--- src/rtl/bf16_cvt_scheduler_pkg.sv ---
// Shared definitions for the BF16 conversion scheduler: op encodings,
// scheduler state type, fpcsr flag bit positions and the latched request.
package cvt_pkg;

  // Op encodings on req_op
  localparam logic CVT_B2F = 1'b0;  // BF16 -> FP32
  localparam logic CVT_F2B = 1'b1;  // FP32 -> BF16

  typedef enum logic [1:0] {
    IDLE = 2'd0,
    EXEC = 2'd1,
    WAIT = 2'd2,
    RESP = 2'd3
  } cvt_state_e;

  // fpcsr flag bit positions within the 4-bit {NV,OF,UF,NX} field
  localparam int unsigned FLAG_NV = 3;
  localparam int unsigned FLAG_OF = 2;
  localparam int unsigned FLAG_UF = 1;
  localparam int unsigned FLAG_NX = 0;

  // Widest tag the request record can carry; narrower tags sit in the LSBs.
  localparam int unsigned CVT_TAG_W_MAX = 16;

  typedef struct packed {
    logic                     op;
    logic [31:0]              data;
    logic [CVT_TAG_W_MAX-1:0] tag;
  } cvt_req_t;

endpackage

--- src/rtl/bf16_cvt_scheduler_arb.sv ---
// Two-input round-robin arbiter for the conversion scheduler.
//   req_valid  : per-port request valid
//   rr_ptr     : preferred port this cycle
//   accept     : the grant is being taken this cycle
//   gnt        : one-hot grant (zero when nothing is valid)
//   gnt_id     : index of the granted port
//   rr_ptr_nxt : pointer for next cycle (moves past the winner on accept)
module cvt_rr_arb2 (
  input  logic [1:0] req_valid,
  input  logic       rr_ptr,
  input  logic       accept,
  output logic [1:0] gnt,
  output logic       gnt_id,
  output logic       rr_ptr_nxt
);

  always_comb begin
    gnt    = '0;
    gnt_id = rr_ptr;
    if (!req_valid[rr_ptr] && req_valid[~rr_ptr]) begin
      gnt_id = ~rr_ptr;
    end
    if (req_valid != 2'b00) begin
      gnt[gnt_id] = 1'b1;
    end
    rr_ptr_nxt = accept ? ~gnt_id : rr_ptr;
  end

endmodule

--- src/rtl/bf16_cvt_scheduler.sv ---
// Shares one BF16->FP32 and one FP32->BF16 converter between two requesters
// (port 0 scalar issue, port 1 vector lane). One op in flight at a time:
// accept -> EXEC (enable pulse) -> WAIT (CVT_LAT cycles) -> RESP.
// Ports:
//   clk, reset                      clock, async active-high reset
//   req_valid/ready/op/data/tag     per-port request channel (port 0 in LSBs)
//   cvt_en_b2f, cvt_en_f2b          one-cycle converter enables
//   cvt_operand                     operand bus to both converters
//   cvt_res_*, cvt_flags_*          converter results and fpcsr flags
//   rsp_valid/ready/id/tag/data/flags  response channel
//   flags_clr, sticky_flags         sticky fpcsr accumulation for the CSR file
module bf16_cvt_scheduler
  import cvt_pkg::*;
#(
  parameter int unsigned TAG_W   = 4,
  parameter int unsigned CVT_LAT = 1
) (
  input  logic               clk,
  input  logic               reset,
  input  logic [1:0]         req_valid,
  output logic [1:0]         req_ready,
  input  logic [1:0]         req_op,
  input  logic [63:0]        req_data,
  input  logic [2*TAG_W-1:0] req_tag,
  output logic               cvt_en_b2f,
  output logic               cvt_en_f2b,
  output logic [31:0]        cvt_operand,
  input  logic [31:0]        cvt_res_b2f,
  input  logic [3:0]         cvt_flags_b2f,
  input  logic [15:0]        cvt_res_f2b,
  input  logic [3:0]         cvt_flags_f2b,
  output logic               rsp_valid,
  input  logic               rsp_ready,
  output logic               rsp_id,
  output logic [TAG_W-1:0]   rsp_tag,
  output logic [31:0]        rsp_data,
  output logic [3:0]         rsp_flags,
  input  logic               flags_clr,
  output logic [3:0]         sticky_flags
);

  localparam int unsigned CNT_W = (CVT_LAT > 1) ? $clog2(CVT_LAT) : 1;

  cvt_state_e       state;
  logic             rr_ptr;
  logic             rr_ptr_nxt;
  logic [1:0]       gnt;
  logic             gnt_id;
  logic             accept;
  logic [CNT_W-1:0] lat_cnt;
  cvt_req_t         sel_req;
  cvt_req_t         lat_req;
  logic [3:0]       cap_flags;
  logic [31:0]      cap_data;
  logic             unused_tag_hi;

  // Gated by reset so requesters never see an accept while reset is held.
  assign accept    = (state == IDLE) && (req_valid != 2'b00) && !reset;
  assign req_ready = accept ? gnt : '0;

  cvt_rr_arb2 u_arb (
    .req_valid  (req_valid),
    .rr_ptr     (rr_ptr),
    .accept     (accept),
    .gnt        (gnt),
    .gnt_id     (gnt_id),
    .rr_ptr_nxt (rr_ptr_nxt)
  );

  always_comb begin
    sel_req      = '0;
    sel_req.op   = req_op[gnt_id];
    sel_req.data = gnt_id ? req_data[63:32] : req_data[31:0];
    sel_req.tag[TAG_W-1:0] = gnt_id ? req_tag[2*TAG_W-1:TAG_W] : req_tag[TAG_W-1:0];
  end

  always_comb begin
    if (lat_req.op == CVT_F2B) begin
      cap_data  = {16'h0000, cvt_res_f2b};
      cap_flags = cvt_flags_f2b;
    end else begin
      cap_data  = cvt_res_b2f;
      cap_flags = cvt_flags_b2f;
    end
  end

  assign cvt_operand = lat_req.data;
  assign cvt_en_b2f  = (state == EXEC) && (lat_req.op == CVT_B2F);
  assign cvt_en_f2b  = (state == EXEC) && (lat_req.op == CVT_F2B);
  assign rsp_valid   = (state == RESP);
  assign rsp_tag     = lat_req.tag[TAG_W-1:0];

  // Tag bits above TAG_W are always zero; folded here so they are not left dangling.
  assign unused_tag_hi = ^lat_req.tag;

  always_ff @(posedge clk or posedge reset) begin
    if (reset) begin
      state        <= IDLE;
      rr_ptr       <= 1'b0;
      lat_req      <= '0;
      lat_cnt      <= '0;
      rsp_id       <= 1'b0;
      rsp_data     <= '0;
      rsp_flags    <= '0;
      sticky_flags <= '0;
    end else begin
      rr_ptr <= rr_ptr_nxt;
      if (flags_clr) begin
        sticky_flags <= '0;
      end
      case (state)
        IDLE: begin
          if (accept) begin
            lat_req <= sel_req;
            rsp_id  <= gnt_id;
            state   <= EXEC;
          end
        end
        EXEC: begin
          lat_cnt <= CNT_W'(CVT_LAT - 1);
          state   <= WAIT;
        end
        WAIT: begin
          if (lat_cnt != '0) begin
            lat_cnt <= lat_cnt - CNT_W'(1);
          end else begin
            rsp_data  <= cap_data;
            rsp_flags <= cap_flags;
            // Captured flags survive a same-cycle clear.
            sticky_flags <= (flags_clr ? 4'h0 : sticky_flags) | cap_flags;
            state     <= RESP;
          end
        end
        RESP: begin
          if (rsp_ready) begin
            state <= IDLE;
          end
        end
        default: state <= IDLE;
      endcase
    end
  end

endmodule

--- config.mk ---
export PLATFORM = sky130hd
export DESIGN_NAME = bf16_cvt_scheduler
export DESIGN_NICKNAME = d
export VERILOG_FILES = /design/src/rtl/bf16_cvt_scheduler_pkg.sv /design/src/rtl/bf16_cvt_scheduler_arb.sv /design/src/rtl/bf16_cvt_scheduler.sv
export SDC_FILE = /design/constraint.sdc
export NUM_CORES = 1
export LEC_CHECK = 0
export CORE_MARGIN = 5
export CORE_UTILIZATION = 35
export CTS_CLUSTER_SIZE = 14
export DETAILED_ROUTE_END_ITERATION = 7
export PLACE_DENSITY = 0.73
export SLEW_MARGIN = 20
export SYNTH_ARGS = -nofsm -noshare
export SYNTH_HDL_FRONTEND = slang
export SYNTH_SLANG_ARGS = --single-unit
--- constraint.sdc ---
create_clock -name clk -period 2.7 [get_ports clk]
set_input_delay 0.54 -clock clk [delete_from_list [all_inputs] [get_ports clk]]
set_output_delay 0.54 -clock clk [all_outputs]
set_load 0.1 [all_outputs]
# ---- Yosys cells after proc, flatten, opt, wreduce, memory -nomap -nowiden
# Index checks and enable logic that the tools add are counted.
dict set report word_totals {
  reg_bits 82
  in_bits 136
  out_inout_bits 82
  elab_cells 64
}
dict set report op_classes {
  addsub 1
  order_cmp 4
  eq_ne 6
  n_mux 24
  bitwise_logic 5
  reduce_logical 14
}
# cell n
set ops {}
lappend ops {{2-to-1 mux 32 bit} 2}
lappend ops {{2-to-1 mux 4 bit} 5}
lappend ops {{2-to-1 mux 2 bit} 5}
lappend ops {{2-to-1 mux 1 bit} 9}
lappend ops {{one-hot mux 2 bit (4 select lines)} 1}
lappend ops {{logical AND 1 bit} 6}
lappend ops {{less-than comparator 1 x 2 -> 1 bit (second input constant)} 3}
lappend ops {{equality test 2 bit (second input constant)} 2}
lappend ops {{!= test 2 bit (second input constant)} 2}
lappend ops {{inverter 1 bit} 4}
lappend ops {{OR 4 bit} 1}
lappend ops {{AND reduction 2 bit} 2}
lappend ops {{nonzero test 2 bit} 2}
lappend ops {{AND reduction 3 bit} 1}
lappend ops {{equality test 2 x 1 -> 1 bit (second input constant)} 1}
lappend ops {{logical NOT 1 bit} 2}
lappend ops {{logical NOT 2 bit} 1}
lappend ops {{!= test 2 x 1 -> 1 bit (second input constant)} 1}
lappend ops {{one-hot mux 1 bit (2 select lines)} 1}
lappend ops {{demux 1 bit (select 1 bit)} 1}
lappend ops {{>= comparator 1 bit (second input constant)} 1}
lappend ops {{subtractor 1 bit (second input constant)} 1}

# ---- Longest topological paths before layout
dict set report depth {
  word_depth 11
  ltp_mapped 7
  ltp_nobuf 5
}

# ---- By module
# A second synthesis with hierarchy kept.
dict set report unflattened {
  cells_unflattened 404
  area_unflattened_um2 4036.4
}
# module n_inst cells_per_inst area_each_um2 seq_area_each_um2
set by_module_without_submodules {}
lappend by_module_without_submodules {bf16_cvt_scheduler 1 395 3978.8 2026.9}
lappend by_module_without_submodules {cvt_rr_arb2 1 9 57.6 0.0}

# ---- Least setup slack after synthesis
# Ideal clock, no wire load.
dict set report synth_timing {
  path_kind {register to output}
  from {register lat_req[48] (netlist bit)}
  to {output cvt_en_b2f}
  arrival_time_ns 2.193
  required_ns 2.160
  setup_slack_ns -0.033
  path_stages_with_launch 5
  path_buffers 3
  path_cell_list {dfrtp_1 buf_2 buf_4 buf_4 nor2b_1}
}
dict set report synth_via {
  elab_chain_cells 2
}
# element line_no
set synth_lines {}
lappend synth_lines {{start: declaration} bf16_cvt_scheduler.sv:52} ;# cvt_req_t lat_req;
lappend synth_lines {{start signal: assignment} bf16_cvt_scheduler.sv:114} ;# lat_req <= sel_req;
lappend synth_lines {{inverter 1 bit} bf16_cvt_scheduler.sv:88} ;# assign cvt_en_b2f = (state == EXEC) && (lat_req.op == CVT_B2F);
lappend synth_lines {{logical AND 1 bit} bf16_cvt_scheduler.sv:88}
lappend synth_lines {{end: declaration} bf16_cvt_scheduler.sv:25} ;# output logic cvt_en_b2f,
# No other way between the ends.

# ---- Worst setup path after layout
dict set report layout_timing {
  from {register state[0]}
  to {output req_ready[0]}
}
dict set report layout_via {
  elab_chain_cells 4
}
# element line_no
set layout_lines {}
lappend layout_lines {{start: declaration} bf16_cvt_scheduler.sv:44} ;# cvt_state_e state;
lappend layout_lines {{start signal: assignment} bf16_cvt_scheduler.sv:98} ;# state <= IDLE;
lappend layout_lines {{start signal: assignment} bf16_cvt_scheduler.sv:116} ;# state <= EXEC;
lappend layout_lines {{start signal: assignment} bf16_cvt_scheduler.sv:121} ;# state <= WAIT;
lappend layout_lines {{logical NOT 2 bit} bf16_cvt_scheduler.sv:58} ;# assign accept = (state == IDLE) && (req_valid != 2'b00) && !reset;
lappend layout_lines {{logical AND 1 bit (2 in series)} bf16_cvt_scheduler.sv:58}
lappend layout_lines {{2-to-1 mux 2 bit} bf16_cvt_scheduler.sv:59} ;# assign req_ready = accept ? gnt : '0;
lappend layout_lines {{end: declaration} bf16_cvt_scheduler.sv:21} ;# output logic [1:0] req_ready,
# No other way between the ends.

==> impl_metrics.ini <==
[layout]
area_delta_synth_final_pct = 53.7
drive_gt1_share_pct = 21.4
final_common_cell = clkdlybuf4s50_1
most-common-layout-cells = clkdlybuf4s50_1 (135), buf_4 (87), dfrtp_1 (81), a221o_1 (37), a21boi_0 (36)
fin_nets = 678
diodes = 0
stdcell_area_um2 = 6070
n_fill_cell = 969

[clocking]
postCtsHoldBufs = 0
htree_levels = 3
postCtsSetupRepairBufs = 0
clock_path_buffers = 2
cts_buffers = 9
cts-root-buf = clkbuf_16
post_cts_resized = 0
cts.sinks = 81
cts_tree = built
clkLatencyLatePin_ns = 0.33
clk_pin_slew_ns = 0.06

[grt]
antenna_found_initial = 0
grt_pass1_wl_mm = 17.4
grt_overflow_total = 0
grt_pass1_vias = 3533
grt_max_degree = 41
grtUsageTotal_pct = 16.4

[sta]
tns_ns = 0
rsz0062_at_grt = no
tightest_slew_ns = 0.501
relSlewSlack_pct = 66.6
min_period_over_period_pct = 90.9
finalHoldViolCount = 0
setup_ws_ns = 0.245
max_freq_ghz = 0.407
timing.hold.ws_ns = 0.496
skew_ns = 0.00602
slew_viol_final = 0
final-setup-viol-count = 0
period_minus_slack_ns = 2.46

[placement]
place_area_um2 = 5780
gp_routability_congestion = 0.793
port_buffers = 217
dp_slack_ns = 0.270
post-dp-hpwl_mm = 8.83

[floorplanning]
die_h_um = 116
dieArea_um2 = 13500
coreArea_um2 = 10900
start_util_pct = 36.1
chipWidth_um = 116
core.rowCount = 38
io-pin-count = 218

[yosys]
syn-cell-area_um2 = 3950
synth_nets = 504
yosys.area.top_type_share_pct = 51.3
yosysSeqAreaShare_pct = 51.3
synth-edff-count = 0
synthFlopType = dfrtp_1
yosys_warnings = 0
synth.largest_area_cell = dfrtp_1
synth_cells = 364
synth_async_sr_flop_share_pct = 100
synth.area.top_cells = dfrtp_1 (51%), a221o_1 (9.4%), buf_4 (7.8%)
synth_area_per_cell_um2 = 10.8
ys_types = 28
ys_seq_elements = 81

[hold_path]
hold_class = input pin to async pin

[drt]
routed_wl_mm = 11.3
via_count = 3348
drt_iter0_drc = 162
drtPass1Iterations = 4
wire_per_inst_um = 16.6
vias_per_cell = 4.90
drt.antenna.violating_nets = 0
drcViolationCount = 0

[critical_path]
cp.arrival_ns = 1.92
crit_type = register to primary output
cp_max_fo = 13
startpoint_type = register
endpoint_kind = primary output
cp.required_ns = 2.16

[flow_run]
max-cap-violations = 0

[run_status]
status = finished clean
==> critical path: stages (launching register included) <==
cell,delay (ns)
dfrtp_1,0.41
inv_1,0.10
ha_1,0.21
nor2b_4,0.33
and3_4,0.34
buf_12,0.20
==> sequential cells by signal, indices dropped and copies added (netlist names) <==
signal	count
cvt_operand	32
lat_req	1
rr_ptr	1
rsp_data	32
rsp_flags	4
rsp_id	1
rsp_tag	4
state	2
sticky_flags	4
==> path summary, 6_finish.rpt <==
kind                                       from                           to  slack (ns)  depth (start not counted)
setup / recovery           state[0]$_DFFE_PP0P_                 req_ready[0]        0.24                          5
hold / removal                            reset         state[1]$_DFFE_PP0P_        0.50                          2
setup reg to reg           state[0]$_DFFE_PP0P_  cvt_operand[16]$_DFFE_PP0P_        0.67                          6
hold reg to reg              rr_ptr$_DFFE_PP0P_           rr_ptr$_DFFE_PP0P_        0.50                          1
max in group asynchronous                 reset  cvt_operand[14]$_DFFE_PP0P_        1.53                          3
min in group clk             rr_ptr$_DFFE_PP0P_           rr_ptr$_DFFE_PP0P_        0.50                          1
==> cells in the mapped netlist (3+ instances only) <==
cell / n
mux2_2: 5
buf_4: 41
a21oi_1: 18
nor2_1: 17
a21boi_0: 36
nor2b_1: 3
ha_1: 4
clkbuf_1: 7
buf_2: 5
buf_6: 7
o21ai_0: 24
inv_1: 27
buf_1: 3
a221o_1: 37
nand2_1: 22
mux2i_1: 16
dfrtp_1: 81
==> final cells by class <==
class                   instances  area [um^2]  area share (%)
clock buffers                  11          233            3.84
clock inverters                 5         56.3           0.928
inverters                      27          103            1.69
multi-input cells             192         1370            22.6
flip-flops and latches         81         2030            33.4
well taps                     140          175            2.89
repair buffers                227         2100            34.7
==> cell families (layout without fill, tap and decap cells) <==
family,after synthesis,in the layout,share of synthesized area (%)
flops,81,81,51.3
fa+ha+maj,4,4,1.27
simple gates,48,48,5.45
buf+inv,91,270,14.1
compound gates,119,119,22.4
mux,21,21,5.48
==> per-stage QoR <==
step | cells | utilization [%]
after detailed placement | 667 | 52.8
after global routing | 683 | 55.5
final | 683 | 55.5
after global placement | 667 | 52.8
after CTS | 683 | 55.5
after floorplan | 364 | -
==> routing by layer <==
layer	vias to the layer above	track usage (%)	part of all wire [%]
li1	1585	-	-
met1	1581	20.1	40
met2	157	27.6	49
met3	25	3.94	8.9
met4	0	7.12	2.8
met5	-	0	0
Power is left out: the tool's default activity adds up to more than one toggle a clock period on the data nets, which glitch-free logic cannot reach.
